### src/rtl/frame_fetch_pkg.sv
// Shared pixel/frame constants and fetch FSM state encoding for the frame fetch path.
package frame_fetch_pkg;

    localparam int PIX_W        = 24;
    localparam int H_ACTIVE     = 640;
    localparam int V_ACTIVE     = 480;
    localparam int FRAME_PIXELS = H_ACTIVE * V_ACTIVE;

    typedef enum logic [1:0] {
        ST_IDLE  = 2'd0,
        ST_FETCH = 2'd1,
        ST_FLUSH = 2'd2
    } fetch_state_t;

endpackage

### src/rtl/frame_fetch_skid_fifo.sv
// Small synchronous skid FIFO that catches ROM returns while the pixel FIFO is full.
module fetch_skid_fifo
    import frame_fetch_pkg::*;
#(
    parameter int DEPTH = 4,
    parameter int W     = PIX_W
) (
    input  logic                         clk,
    input  logic                         rst,
    input  logic                         clear,
    input  logic                         push,
    input  logic [W-1:0]                 din,
    input  logic                         pop,
    output logic [W-1:0]                 dout,
    output logic [$clog2(DEPTH+1)-1:0]   count,
    output logic                         empty
);

    localparam int CNT_W = $clog2(DEPTH + 1);
    localparam int PTR_W = $clog2(DEPTH);

    logic [W-1:0]     mem [DEPTH];
    logic [PTR_W-1:0] rd_ptr;
    logic [PTR_W-1:0] wr_ptr;
    logic             full;
    logic             do_push;
    logic             do_pop;

    function automatic logic [PTR_W-1:0] next_ptr(input logic [PTR_W-1:0] p);
        return (p == PTR_W'(DEPTH - 1)) ? '0 : p + PTR_W'(1);
    endfunction

    assign empty   = (count == '0);
    assign full    = (count == CNT_W'(DEPTH));
    assign do_pop  = pop && !empty;
    assign do_push = push && (!full || do_pop);
    assign dout    = mem[rd_ptr];

    // Clear wins over a simultaneous push so a flush never keeps a stale pixel.
    always_ff @(posedge clk or posedge rst) begin
        if (rst) begin
            rd_ptr <= '0;
            wr_ptr <= '0;
            count  <= '0;
        end else if (clear) begin
            rd_ptr <= '0;
            wr_ptr <= '0;
            count  <= '0;
        end else begin
            if (do_push) wr_ptr <= next_ptr(wr_ptr);
            if (do_pop)  rd_ptr <= next_ptr(rd_ptr);
            count <= count + CNT_W'(do_push) - CNT_W'(do_pop);
        end
    end

    always_ff @(posedge clk) begin
        if (do_push && !clear) mem[wr_ptr] <= din;
    end

endmodule

### src/rtl/frame_fetch.sv
// Streams frame pixels from a synchronous ROM into the pixel FIFO, credit-limited so backpressure never loses data.
module frame_fetch
    import frame_fetch_pkg::*;
#(
    parameter int ADDR_W     = 24,
    parameter int PIXELS     = FRAME_PIXELS,
    parameter int RD_LAT     = 1,
    parameter int SKID_DEPTH = 4
) (
    input  logic              clk,
    input  logic              rst,
    input  logic              enable,
    input  logic              restart,
    output logic              rom_en,
    output logic [ADDR_W-1:0] rom_addr,
    input  logic [PIX_W-1:0]  rom_data,
    input  logic              fifo_full,
    output logic              fifo_wr_en,
    output logic [PIX_W-1:0]  fifo_wdata,
    output logic              frame_done,
    output logic              busy
);

    localparam int                CNT_W     = $clog2(SKID_DEPTH + 1);
    localparam logic [ADDR_W-1:0] LAST_ADDR = ADDR_W'(PIXELS - 1);

    if (SKID_DEPTH < RD_LAT + 2) begin : g_depth_check
        $error("frame_fetch: SKID_DEPTH must be at least RD_LAT+2");
    end

    fetch_state_t      state;
    logic [ADDR_W-1:0] addr;
    logic [CNT_W-1:0]  inflight;
    logic [CNT_W-1:0]  skid_count;
    logic [CNT_W:0]    credit_used;
    logic [RD_LAT-1:0] rd_valid;
    logic              tap;
    logic              flushing;
    logic              skid_clear;
    logic              skid_push;
    logic              skid_empty;
    logic [PIX_W-1:0]  skid_head;

    // Every outstanding read owns a skid slot, so a landing pixel always has room.
    assign credit_used = {1'b0, inflight} + {1'b0, skid_count};
    assign rom_en      = (state == ST_FETCH) && enable && (credit_used < (CNT_W+1)'(SKID_DEPTH));
    assign rom_addr    = addr;
    assign frame_done  = rom_en && (addr == LAST_ADDR);

    assign tap        = rd_valid[RD_LAT-1];
    assign flushing   = (state == ST_FLUSH);
    assign skid_clear = restart && !flushing;
    assign skid_push  = tap && !flushing;

    assign fifo_wr_en = !skid_empty && !fifo_full && !flushing;
    assign fifo_wdata = skid_empty ? '0 : skid_head;
    assign busy       = (state != ST_IDLE) || (inflight != '0) || !skid_empty;

    // Sequencer and address counter; FLUSH lingers until every abandoned read has returned.
    always_ff @(posedge clk or posedge rst) begin
        if (rst) begin
            state <= ST_IDLE;
            addr  <= '0;
        end else begin
            if (skid_clear) begin
                addr <= '0;
            end else if (rom_en) begin
                addr <= (addr == LAST_ADDR) ? '0 : addr + ADDR_W'(1);
            end
            case (state)
                ST_IDLE: begin
                    if (restart)     state <= ST_FLUSH;
                    else if (enable) state <= ST_FETCH;
                end
                ST_FETCH: begin
                    if (restart)      state <= ST_FLUSH;
                    else if (!enable) state <= ST_IDLE;
                end
                ST_FLUSH: begin
                    if (inflight == '0) state <= enable ? ST_FETCH : ST_IDLE;
                end
                default: state <= ST_IDLE;
            endcase
        end
    end

    always_ff @(posedge clk or posedge rst) begin
        if (rst) begin
            rd_valid <= '0;
            inflight <= '0;
        end else begin
            rd_valid[0] <= rom_en;
            for (int i = 1; i < RD_LAT; i++) begin
                rd_valid[i] <= rd_valid[i-1];
            end
            inflight <= inflight + CNT_W'(rom_en) - CNT_W'(tap);
        end
    end

    fetch_skid_fifo #(
        .DEPTH (SKID_DEPTH),
        .W     (PIX_W)
    ) u_skid (
        .clk   (clk),
        .rst   (rst),
        .clear (skid_clear),
        .push  (skid_push),
        .din   (rom_data),
        .pop   (fifo_wr_en),
        .dout  (skid_head),
        .count (skid_count),
        .empty (skid_empty)
    );

endmodule

### config.mk
export PLATFORM = sky130hd
export DESIGN_NAME = frame_fetch
export DESIGN_NICKNAME = d
export VERILOG_FILES = /design/src/rtl/frame_fetch_pkg.sv /design/src/rtl/frame_fetch_skid_fifo.sv /design/src/rtl/frame_fetch.sv
export SDC_FILE = /design/constraint.sdc
export NUM_CORES = 1
export LEC_CHECK = 0
export BUFFER_PORTS_ARGS = -buffer_cell sky130_fd_sc_hd__buf_2
export CAP_MARGIN = 40
export CORE_ASPECT_RATIO = 0.7
export CORE_UTILIZATION = 40
export CTS_CLUSTER_DIAMETER = 30
export DETAILED_ROUTE_END_ITERATION = 16
export GPL_TIMING_DRIVEN = 0
export SYNTH_ARGS = -nofsm -noshare
export SYNTH_HDL_FRONTEND = slang
export SYNTH_HIERARCHICAL = 1
export SYNTH_SLANG_ARGS = --single-unit
### constraint.sdc
create_clock -name clk -period 3 [get_ports clk]
set_input_delay 0.15 -clock clk [delete_from_list [all_inputs] [get_ports clk]]
set_output_delay 0.15 -clock clk [all_outputs]
set_load 0.02 [all_outputs]
==> metrics.csv <==
metric;value;unit
final hold slack;0.2492;ns
Residual DRC;0;
TritonCTS Sinks;133;
Clk pwr share;35.9;%
Final Hold Viols;0;
Final Critical Period;2.788;ns
Max Buffers Root-to-Sink;2;
Post-Syn Instances;395;
sw power;0.001540;W
M1 GR Usage;26.35;%
EDFF count, synth;96;
diode count;0;
main combinational cell family by area after synthesis;simple AND/OR/NAND/NOR gates;
max frequency;358.7;MHz
Static Leak;2.875;nW
Critical Path Source Type;flop;
synth unique cells;56;
worst slack, placed;-0.6450;ns
crit path DAT;2.90;ns
warnings from Yosys;6;
Compound-Gate Fraction of Synth Area;4.994;%
CTS clk-pin slew, worst paths;0.06;ns
final setup margin;0.2124;ns
Slew headroom;50.81;%
Inserted Clock Buffers;17;
gr ovfl total;0;
row count;36;
Cell Pwr Density;671.8;nW/um2
Slew @ Worst Pin;0.7315;ns
grt peak-use layer;met1;
die width;147.9;um
internal power;0.003488;W
Clock Latency Late Sink;0.42;ns
mapped cell area;5963;um2
Synth Area in XOR/XNOR;1.909;%
Required @ worst endpoint;3.11;ns
syn nets;437;
vias;3768;
CTS tree;built;
CP endpoint kind;flop;
number of global-route vias before repair;3763;
Primary FF master, synth;edfxtp_1;
global-route wire length before repair;20580;um
share of layout cells above drive strength 1;32.34;%
outcome;finished clean;
Hold/Removal Path Class;input port to async pin;
worst-path fanout max;15;
detailed-route wire length per cell;17.31;um
depth of the most critical reg-to-reg path;8;
Post-Synth Adder-Cell Area;2.979;%
max cap viols;0;
CTS H-tree depth;4;
combinational power share;21.6;%
flop-to-flop setup slack;0.21;ns
vias per std cell;5.176;
final instance area;7483;um2
Yosys top cell by area;edfxtp_1;
full die area;15410;um2
crit path to;u_skid/mem[1][18]$_DFFE_PP_;
Sw Share;30.62;%
top cells by count, synth;edfxtp_1 (96), dfrtp_1 (37), nor2b_1 (27);
RR Endpoint;u_skid/mem[1][18]$_DFFE_PP_;
largest net degree at the start of global routing;25;
I/O Buffers;80;
Seq/Total Area, Yosys;63.87;%
Antenna Violating Nets Remaining;0;
nets;567;
final WL;12600;um
Synth-to-Final Area Change;25.49;%
initial drt markers;283;
Critical path origin;state[0]$_DFFE_PP0P_;
met2 global-route usage;25.24;%
Pins Over Slew Limit;0;
syn_area_per_cell;15.10;um2
Starting Density;41.90;%
Global Route Usage Sum;17.88;%
post-synthesis mux area share;9.736;%
grt met3 use;4.781;%
setup TNS;0;ns
Final period util;92.92;%
Boundary Pins;81;
top post-synthesis cells by area;edfxtp_1 (48%), dfrtp_1 (16%), mux4_2 (9.1%);
top cell type's share of synthesized area;48.34;%
clock root buffer;clkbuf_16;
Placed Area;6679;um2
Routability Congestion;0.8980;
endpoints failing setup;0;
height of the die;104.2;um
drt pass-1 iters;4;
worst vdd rail ir drop;517.9;uV
fraction of registers with async set/reset;27.82;%
Yosys reg bits;133;
most frequent cell after synthesis;edfxtp_1;
Worst R2R Start;state[0]$_DFFE_PP0P_;
Setup CP Type;flop to flop;
Reg power frac;42.4;%
Post-Synth Simple-Gate Area;14.12;%
DPL Wire Length;8550;um
initial antenna violation count;0;
RSZ-0062 raised after global routing;false;
Final Skew;0.01013;ns
Core Region;14230;um2
==> how the worst min path moves through the flow <==
stage | start | to | slack (ns) | depth (start not counted)
2_1_floorplan | rst | u_skid/count[0]$_DFF_PP0_ | -0.05 | 1
3_3_place_gp | rst | u_skid/count[2]$_DFF_PP0_ | 0.12 | 2
3_5_place_dp | rst | u_skid/count[0]$_DFF_PP0_ | 0.12 | 2
4_1_cts | rst | u_skid/count[1]$_DFF_PP0_ | 0.22 | 3
5_1_grt | rst | u_skid/count[1]$_DFF_PP0_ | 0.26 | 3
6_report | rst | u_skid/count[1]$_DFF_PP0_ | 0.25 | 3
==> logic make-up (layout without fill, tap and decap cells) <==
logic type	count (synthesis)	in the layout
flip-flops	133	133
adder cells (fa/ha/maj)	13	13
AO/OA/AOI/OAI	39	39
buffers and inverters	33	176
multiplexers	28	28
XOR/XNOR	13	13
AND/OR/NAND/NOR	136	136
==> power by group through the flow <==
stage                     registers [W]  logic (W)  clock network, W
after detailed placement        0.00216    0.00106                 0
after global routing            0.00215    0.00120           0.00194
after floorplan                 0.00215   0.000684                 0
final                           0.00213    0.00109           0.00181
after global placement          0.00216    0.00104                 0
after CTS                       0.00213    0.00111           0.00186
==> through the flow <==
step	total power, W	instances	util (%)
floorplan	0.002836	395	-
global placement	0.003205	665	46.41
detailed placement	0.003225	669	46.92
CTS	0.005109	728	52.58
global route	0.005285	728	52.58
finish	0.005028	728	52.58
==> placed cells by master, fill, tap and decap left out, types with 10 or more instances in the layout <==
cell type      count
a21oi_1           10
buf_2             90
clkbuf_16         17
dfrtp_1           37
dlygate4sd3_1     27
edfxtp_1          96
ha_1              11
inv_1             14
mux4_2            24
nand2_1           16
nand3_1           18
nor2_1            15
nor2b_1           27
nor3_1            11
o21ai_0           10
==> worst max-delay path: stages (launching register included) <==
cell and delay, ns:
dfrtp_1 0.39, nand2b_1 0.20, nand2_1 0.34, inv_2 0.24
buf_2 0.26, buf_6 0.16, and3b_4 0.30, and2_2 0.35
buf_8 0.22
==> final cells by class <==
type	count	area, um2
fill	1263	6750
buffer	16	80.08
timing repair buffer	112	750.7
clock buffer	19	432.9
sequential	133	3809
inverter	16	60.06
tap	190	237.7
clock inverter	13	86.33
multi-input combinational	229	2027
==> routing by layer <==
metal / wire [um] / share of wire (%)
met1: 6235 / 49
met2: 5640 / 45
met3: 588 / 4.7
met4: 134 / 1.1
met5: 0 / 0
==> registers in the layout (all words and copies together), names as in the netlist <==
register and cells:
state 2, rom_addr 24, rd_valid 1, u_skid/mem 96, u_skid/count 3, inflight 3, u_skid/rd_ptr 2, u_skid/wr_ptr 2
==> timing repair <==
action / 4_1_cts / 5_1_grt
gates resized for setup: 5 / 0
endpoints found under the setup margin: 99 / 0
hold buffers: 27 / 0
setup buffers: 1 / 0
hold endpoints to repair: 118 / 0
(Power assumes the default switching activity.)
